[src/rtl/tmul_lanes.sv]
// Multi-lane temporal-coded stochastic multiplier: operand A is a thermometer
// run of A cycles, each lane's B is a bit-reversed-counter rate stream.
module tmul_lanes #(
    parameter int INWD  = 8,
    parameter int LANES = 4
) (
    input  logic                    clk,
    input  logic                    rst_n,
    input  logic [INWD-1:0]         iA,
    input  logic [LANES*INWD-1:0]   iB,
    input  logic                    load,
    output logic [LANES-1:0]        oC,
    output logic [LANES*INWD-1:0]   oCnt,
    output logic                    busy,
    output logic                    stop
);

    localparam logic [1:0] S_IDLE = 2'd0;
    localparam logic [1:0] S_RUN  = 2'd1;
    localparam logic [1:0] S_DONE = 2'd2;

    logic [1:0]      state;
    logic [INWD-1:0] a_r;
    logic [INWD-1:0] t;
    logic [INWD-1:0] t_rev;
    logic            run;
    logic            last;

    assign run  = (state == S_RUN);
    // a_r is never zero in RUN, so a_r-1 cannot underflow here.
    assign last = run && (t == a_r - 1'b1);
    assign busy = run;
    assign stop = (state == S_DONE);

    for (genvar gi = 0; gi < INWD; gi++) begin : g_rev
        assign t_rev[gi] = t[INWD-1-gi];
    end

    always_ff @(posedge clk or negedge rst_n) begin
        if (!rst_n) begin
            state <= S_IDLE;
            a_r   <= '0;
            t     <= '0;
        end else if (load) begin
            a_r   <= iA;
            t     <= '0;
            state <= (iA != '0) ? S_RUN : S_DONE;
        end else if (run) begin
            t <= t + 1'b1;
            if (last) begin
                state <= S_DONE;
            end
        end
    end

    for (genvar gi = 0; gi < LANES; gi++) begin : g_lane
        logic [INWD-1:0] b_r;
        logic [INWD-1:0] cnt;
        logic            oc_bit;

        // Gated by RUN so IDLE/DONE present an all-zero stream.
        assign oc_bit = run && (t_rev < b_r);
        assign oC[gi] = oc_bit;
        assign oCnt[gi*INWD +: INWD] = cnt;

        always_ff @(posedge clk or negedge rst_n) begin
            if (!rst_n) begin
                b_r <= '0;
                cnt <= '0;
            end else if (load) begin
                b_r <= iB[gi*INWD +: INWD];
                cnt <= '0;
            end else if (run) begin
                cnt <= cnt + {{(INWD-1){1'b0}}, oc_bit};
            end
        end
    end

endmodule

[config.mk]
export PLATFORM = sky130hd
export DESIGN_NAME = tmul_lanes
export DESIGN_NICKNAME = d
export VERILOG_FILES = /design/src/rtl/tmul_lanes.sv
export SDC_FILE = /design/constraint.sdc
export NUM_CORES = 1
export LEC_CHECK = 0
export BUFFER_PORTS_ARGS = -buffer_cell sky130_fd_sc_hd__buf_2
export CORE_ASPECT_RATIO = 0.75
export CORE_MARGIN = 2
export CORE_UTILIZATION = 35
export CTS_BUF_LIST = sky130_fd_sc_hd__clkbuf_16
export DETAILED_ROUTE_END_ITERATION = 10
export SLEW_MARGIN = 20
export SYNTH_ARGS = -nofsm -noshare
export SYNTH_HDL_FRONTEND = slang
export SYNTH_SLANG_ARGS = --single-unit
[constraint.sdc]
create_clock -name clk -period 2.6 [get_ports clk]
set_input_delay 0.13 -clock clk [delete_from_list [all_inputs] [get_ports clk]]
set_output_delay 0.13 -clock clk [all_outputs]
set_load 0.03 [all_outputs]
==> results of run 1 <==
## cell usage after synthesis (2+ instances only)
| cell type | number | area, sq um |
|---|---|---|
| a21o_1 | 5 | 37.5 |
| o21ai_1 | 2 | 10.0 |
| nand3b_1 | 2 | 15.0 |
| and3_1 | 9 | 56.3 |
| inv_1 | 31 | 116 |
| dfrtp_1 | 82 | 2050 |
| nor3_1 | 3 | 15.0 |
| xnor2_1 | 9 | 78.8 |
| mux2_2 | 10 | 113 |
| or3_1 | 10 | 62.6 |
| buf_4 | 5 | 37.5 |
| nor4_1 | 2 | 12.5 |
| xor2_1 | 21 | 184 |
| nand2_1 | 67 | 251 |
| clkbuf_1 | 11 | 41.3 |
| buf_2 | 4 | 20.0 |
| nand3_1 | 10 | 50.1 |
| nand4_1 | 15 | 93.8 |
| ha_1 | 38 | 475 |
| a21oi_1 | 37 | 185 |
| nor2_1 | 26 | 97.6 |
| o21ai_0 | 47 | 235 |
| nand4_4 | 3 | 63.8 |
| nand2b_1 | 7 | 43.8 |
## worst register-to-register path: cells and delay by family, from the launching register on
family | cells | cell delay [ps]
flip-flops | 1 | 460
buffers and inverters | 1 | 150
XOR/XNOR | 1 | 180
AO/OA/AOI/OAI | 4 | 570
AND/OR/NAND/NOR | 3 | 350
adder cells (fa/ha/maj) | 3 | 640
## cells in the final DEF, fill, tap and decap left out, types with 2 or more instances in the layout
master         synthesis  routed
inv_1                 31      31
xnor2_1                9       9
o21ai_0               47      43
ha_2                   0       6
nor2_1                26      26
nand3b_1               2       2
dfrtp_1               82      81
nand4_4                3       3
a21oi_2                0       7
nand2b_1               7       7
nand4_1               15      15
nand3_1               10      10
dlygate4sd3_1          0      15
mux2_2                10      10
or3_1                 10      10
a21oi_1               37      30
xor2_1                21      21
nand2_1               67      67
ha_1                  38      32
o21ai_1                2       5
nor4_1                 2       2
nor3_1                 3       3
and3_1                 9       8
a21o_1                 5       5
buf_2                  4      78
buf_4                  5      15
clkinv_4               0       2
bufinv_16              0       4
clkbuf_16              0       9
## power by group through the flow
stage                     Sequential, W  Combinational [W]  Clock, W
final                           0.00149           0.000771   0.00156
after global routing            0.00151           0.000867   0.00166
after CTS                       0.00149           0.000748   0.00159
after detailed placement        0.00152           0.000729         0
after global placement          0.00151           0.000703         0
after floorplan                 0.00159           0.000415         0
## final timing paths
| check | end | depth (start not counted) | slack (ps) |
|---|---|---|---|
| max | g_lane[3].cnt[6] | 12 | 120 |
| min | g_lane[0].b_r[3] | 3 | 4 |
| max reg2reg | g_lane[3].cnt[6] | 12 | 120 |
| min reg2reg | g_lane[0].b_r[0] | 1 | 510 |
| max in group asynchronous | t[6] | 2 | 1620 |
| min in group asynchronous | g_lane[3].cnt[6] | 2 | 380 |
## layout make-up
type | instances | area [sq um] | share of cell area [%]
repair buffers | 109 | 664 | 11.9
well taps | 166 | 208 | 3.71
multi-input cells | 329 | 2190 | 39.1
clock inverters | 7 | 141 | 2.52
clock buffers | 9 | 225 | 4.02
inverters | 32 | 121 | 2.17
flip-flops and latches | 82 | 2050 | 36.6
## stage by stage
stage	setup slack [ps]	hold WS (ps)	instance area, sq um	utilization (%)
after global routing	-11.4	9.09	5610	45.6
after CTS	11.9	0.0338	5530	44.9
after global placement	68.1	338	5020	40.8
after floorplan	329	-166	4430	-
after detailed placement	28.7	341	5020	40.8
final	117	3.85	5610	45.6
## state kept, by name, indices dropped and copies added (netlist names)
| signal | cells |
|---|---|
| state | 2 |
| g_lane.cnt | 32 |
| t | 8 |
| a_r | 8 |
| g_lane.b_r | 32 |
## routing by layer
metal | track usage [%] | wire length (um) | share of wire, % | vias up
met5 | 0 | 0 | 0 | -
met3 | 4.40 | 490 | 5.0 | 13
met4 | 4.42 | 124 | 1.3 | 0
met2 | 23.8 | 4390 | 44 | 84
met1 | 20.6 | 4870 | 49 | 1690
li1 | - | - | - | 1782
## logic make-up after synthesis
group,count (synthesis)
buffers and inverters,54
AO/OA/AOI/OAI,94
AND/OR/NAND/NOR,157
adder cells (fa/ha/maj),38
XOR/XNOR,30
multiplexers,10
flip-flops,82
## timing repair
action                     CTS  global route
hold endpoints to repair    14            82
hold buffers                14             1
gates resized for setup      0            20
setup endpoints to repair    0            15
buffers inserted             0             2
==> results.cfg, run 1 <==
[floorplan]
die_area_sq_um = 13600
pin_count = 81
die_x_um = 134
rows = 35
die_height_um = 101
start_util_pct = 36.0
core_area_sq_um = 12300

[hold_path]
holdCritPathClass = in2reg
min_from = iB[3]

[power_and_ir_drop]
comb_power_share_pct = 20.2
switchingPower_w = 0.00109
ir_worst_vdd_v = 0.000331
pwr-share-clk_pct = 40.7
p_int_w = 0.00273
p_leak_nw = 2.77
p_seq_share_pct = 39.1
power_w = 0.00382
power.density_nw_per_um2 = 682
swShare_pct = 28.5

[synth]
yosysUniqueCellTypes = 33
ys_warn_count = 0
synth_xor_area_share_pct = 5.93
synthCells = 465
synthMuxAreaShare_pct = 2.54
synth_compound_area_share_pct = 11.2
synth_top_family_by_area = simple AND/OR/NAND/NOR gates
synth-seq-cells = 82
synth_edf_count = 0
syn_nets = 546
yosys.area_share.simple_pct = 17.9
ys_async_sr_fraction_pct = 100
synth_fa_ha_area_share_pct = 10.7
syn-cell-area_sq_um = 4430
avgSynthCellArea_sq_um = 9.53
yosys_most_used_dff = dfrtp_1
synth-seq-area-share_pct = 46.3

[worst_setup_path]
cp_num_buf_inv = 1
arrival_ps = 2680
critPathMaxStageDelay_ps = 460
cp_max_fo = 7
cp-end-kind = register
r2r_start = t[6]
cp_data_required_time_ps = 2800
cp_slowest_cell = dfrtp_2
critPathLaunch = t[6]
start_kind = register
timing_worst_setup_path_type = reg2reg
path_cells = ha_1, a21o_1, a21oi_2, o21ai_2, a21oi_2, buf_4, ha_2, ha_2, and3_4, nand4_1, xor2_1, nor2_1
path_delay_family = adder cells

[timing]
slew_headroom_pct = 48.6
post-route-period-util_pct = 95.5
finalHoldViolCount = 0
setup_viol = 0
worst_slew_pin_slew_ps = 771
rsz0062_at_grt = true
max_freq_ghz = 0.403
drv_slew = 0
period_minus_slack_ps = 2480
tns_ps = 0
finalClockSkew_ps = 8.09

[global_route]
grt-ovfl-total = 0
gr-usage-all-layers_pct = 15.2
grt_first_pass_wirelength_um = 16200
grt_max_degree = 83
antenna_found_initial = 0
grt_pass1_vias = 3340

[finish]
nFillCells = 1177
area_growth_syn_to_layout_pct = 26.5
final_cells = 734
drive_gt1_share_pct = 25.0
antenna_cells = 0
num-nets-final = 644

[routing]
vias_per_cell = 4.86
drtIter0Drc = 181
drt_pass1_iterations = 4
ant_nets = 0
routed_wl_um = 9880
drc = 0
vias = 3569
routedWlPerCell_um = 13.5

[clock_network]
h-tree-depth = 3
cts_root_buf = clkbuf_16
clk_pin_slew_ps = 60
cts_made_buffers = 9
clkLatencyLatePin_ps = 340
cts_sinks = 82
cts.path.max_buffers = 2
cts_tree = built

[place]
dp.cells = 701
hpwl_um = 7090
gp_congestion = 0.776
io_buffer_count = 80

[run]
drv_cap = 0

[status]
outcome = finished clean
No activity file was read; power rests on OpenSTA's default activity.
==> run 2: changes to the inputs <==
- SETUP_SLACK_MARGIN: default -> 0.2
==> results.cfg, run 2 (same netlist as run 1, synthesis figures left out) <==
[floorplan]
pin_count = 81
die_area_sq_um = 13600
rows = 35
core_area_sq_um = 12300
die_x_um = 134
start_util_pct = 36.0
die_height_um = 101

[timing]
drv_slew = 0
post-route-period-util_pct = 90.2
setup_viol = 0
worst_slew_pin_slew_ps = 763
tns_ps = 0
hold_ws_ps = 3.55
slew_headroom_pct = 49.1
max_freq_ghz = 0.426
finalHoldViolCount = 0
finalClockSkew_ps = 6.74
period_minus_slack_ps = 2350
rsz0062_at_grt = true

[clock_network]
cts_made_buffers = 9
cts.path.max_buffers = 2
clk_pin_slew_ps = 60
cts_root_buf = clkbuf_16
cts_sinks = 82
clkLatencyLatePin_ps = 340
h-tree-depth = 3
cts_tree = built

[worst_setup_path]
cp_data_required_time_ps = 2800
timing_worst_setup_path_type = reg2reg
cp_max_fo = 5
cp-end-kind = register
start_kind = register
arrival_ps = 2550
r2r_slack_ps = 250

[finish]
postLayoutCellArea_sq_um = 5830
num-nets-final = 654
antenna_cells = 0
area_growth_syn_to_layout_pct = 31.6
most-common-layout-cells = dfrtp_1, buf_2, nand2_1, o21ai_0, inv_1
drive_gt1_share_pct = 29.1
top_regs = g_lane.b_r (32), g_lane.cnt (32)

[place]
gp_congestion = 0.776
io_buffer_count = 80
placed_area_sq_um = 5020
hpwl_um = 7090

[global_route]
grt_pass1_vias = 3372
grt_max_degree = 83
grt-ovfl-total = 0
gr-usage-all-layers_pct = 15.3
grt_first_pass_wirelength_um = 16300
antenna_found_initial = 0

[power_and_ir_drop]
comb_power_share_pct = 21.8
swShare_pct = 29.0
p_int_w = 0.00278
p_leak_nw = 2.82
power.density_nw_per_um2 = 673
p_seq_share_pct = 38.4
switchingPower_w = 0.00114
ir_worst_vdd_v = 0.000333
pwr-share-clk_pct = 39.7

[routing]
routedWlPerCell_um = 13.6
vias_per_cell = 4.82
vias = 3583
drc = 0
drtIter0Drc = 198
routed_wl_um = 10100
ant_nets = 0
drt_pass1_iterations = 4

[status]
outcome = finished clean

[run]
drv_cap = 0

[hold_path]
holdCritPathClass = in2reg
[run 2: worst max-delay path: stages, from the launching register on]
cell and delay [ps]:
dfrtp_2 480, ha_4 230, a21o_1 160, a21oi_2 130, o21ai_2 80, a21oi_2 190, buf_4 160, ha_4 140
ha_4 120, and3_4 180, nand4_1 110, xor2_1 180, nor2_1 60
[run 2: metrics by stage]
step / power, W / setup slack, ps / cells / util (%)
after detailed placement: 0.00225 / 28.7 / 701 / 40.8
after global routing: 0.00414 / 148 / 744 / 47.4
final: 0.00392 / 254 / 744 / 47.4
after global placement: 0.00221 / 68.1 / 701 / 40.8
after CTS: 0.00387 / 163 / 737 / 45.5
after floorplan: 0.00200 / 329 / 465 / -
[run 2: worst paths after layout]
check                      cells past startpoint              from                to
setup / recovery                              12              t[6]  g_lane[3].cnt[6]
hold / removal                                 3             iB[3]  g_lane[0].b_r[3]
setup reg to reg                              12              t[6]  g_lane[3].cnt[6]
hold reg to reg                                1  g_lane[0].b_r[0]  g_lane[0].b_r[0]
max in group asynchronous                      2             rst_n              t[6]
min in group asynchronous                      2             rst_n  g_lane[3].cnt[6]
[run 2: power groups by stage]
stage	sequential, W	combinational (W)	clock (W)
detailed placement	0.00152	0.000729	0
global route	0.00152	0.000960	0.00166
global placement	0.00151	0.000703	0
floorplan	0.00159	0.000415	0
CTS	0.00149	0.000778	0.00159
finish	0.00151	0.000856	0.00156
[run 2: layout make-up]
cell class | instances | area (sq um)
Clock buffer | 9 | 225
Clock inverter | 7 | 141
Fill cell | 1157 | 6480
Inverter | 32 | 121
Multi-Input combinational cell | 329 | 2340
Sequential cell | 82 | 2060
Tap cell | 166 | 208
Timing Repair Buffer | 119 | 739
[run 2: routing by layer]
layer	part of all wire (%)	vias up	track usage (%)
met4	1.2	0	4.66
met5	0	-	0
met2	45	72	24.0
li1	-	1803	-
met3	4.5	12	4.40
met1	49	1696	20.6
[run 2: repair_timing]
action,in CTS,in global routing
buffers inserted,6,6
setup endpoints to repair,17,17
hold buffers,14,1
gates resized for setup,12,31
pin swaps,6,24
hold endpoints to repair,14,82
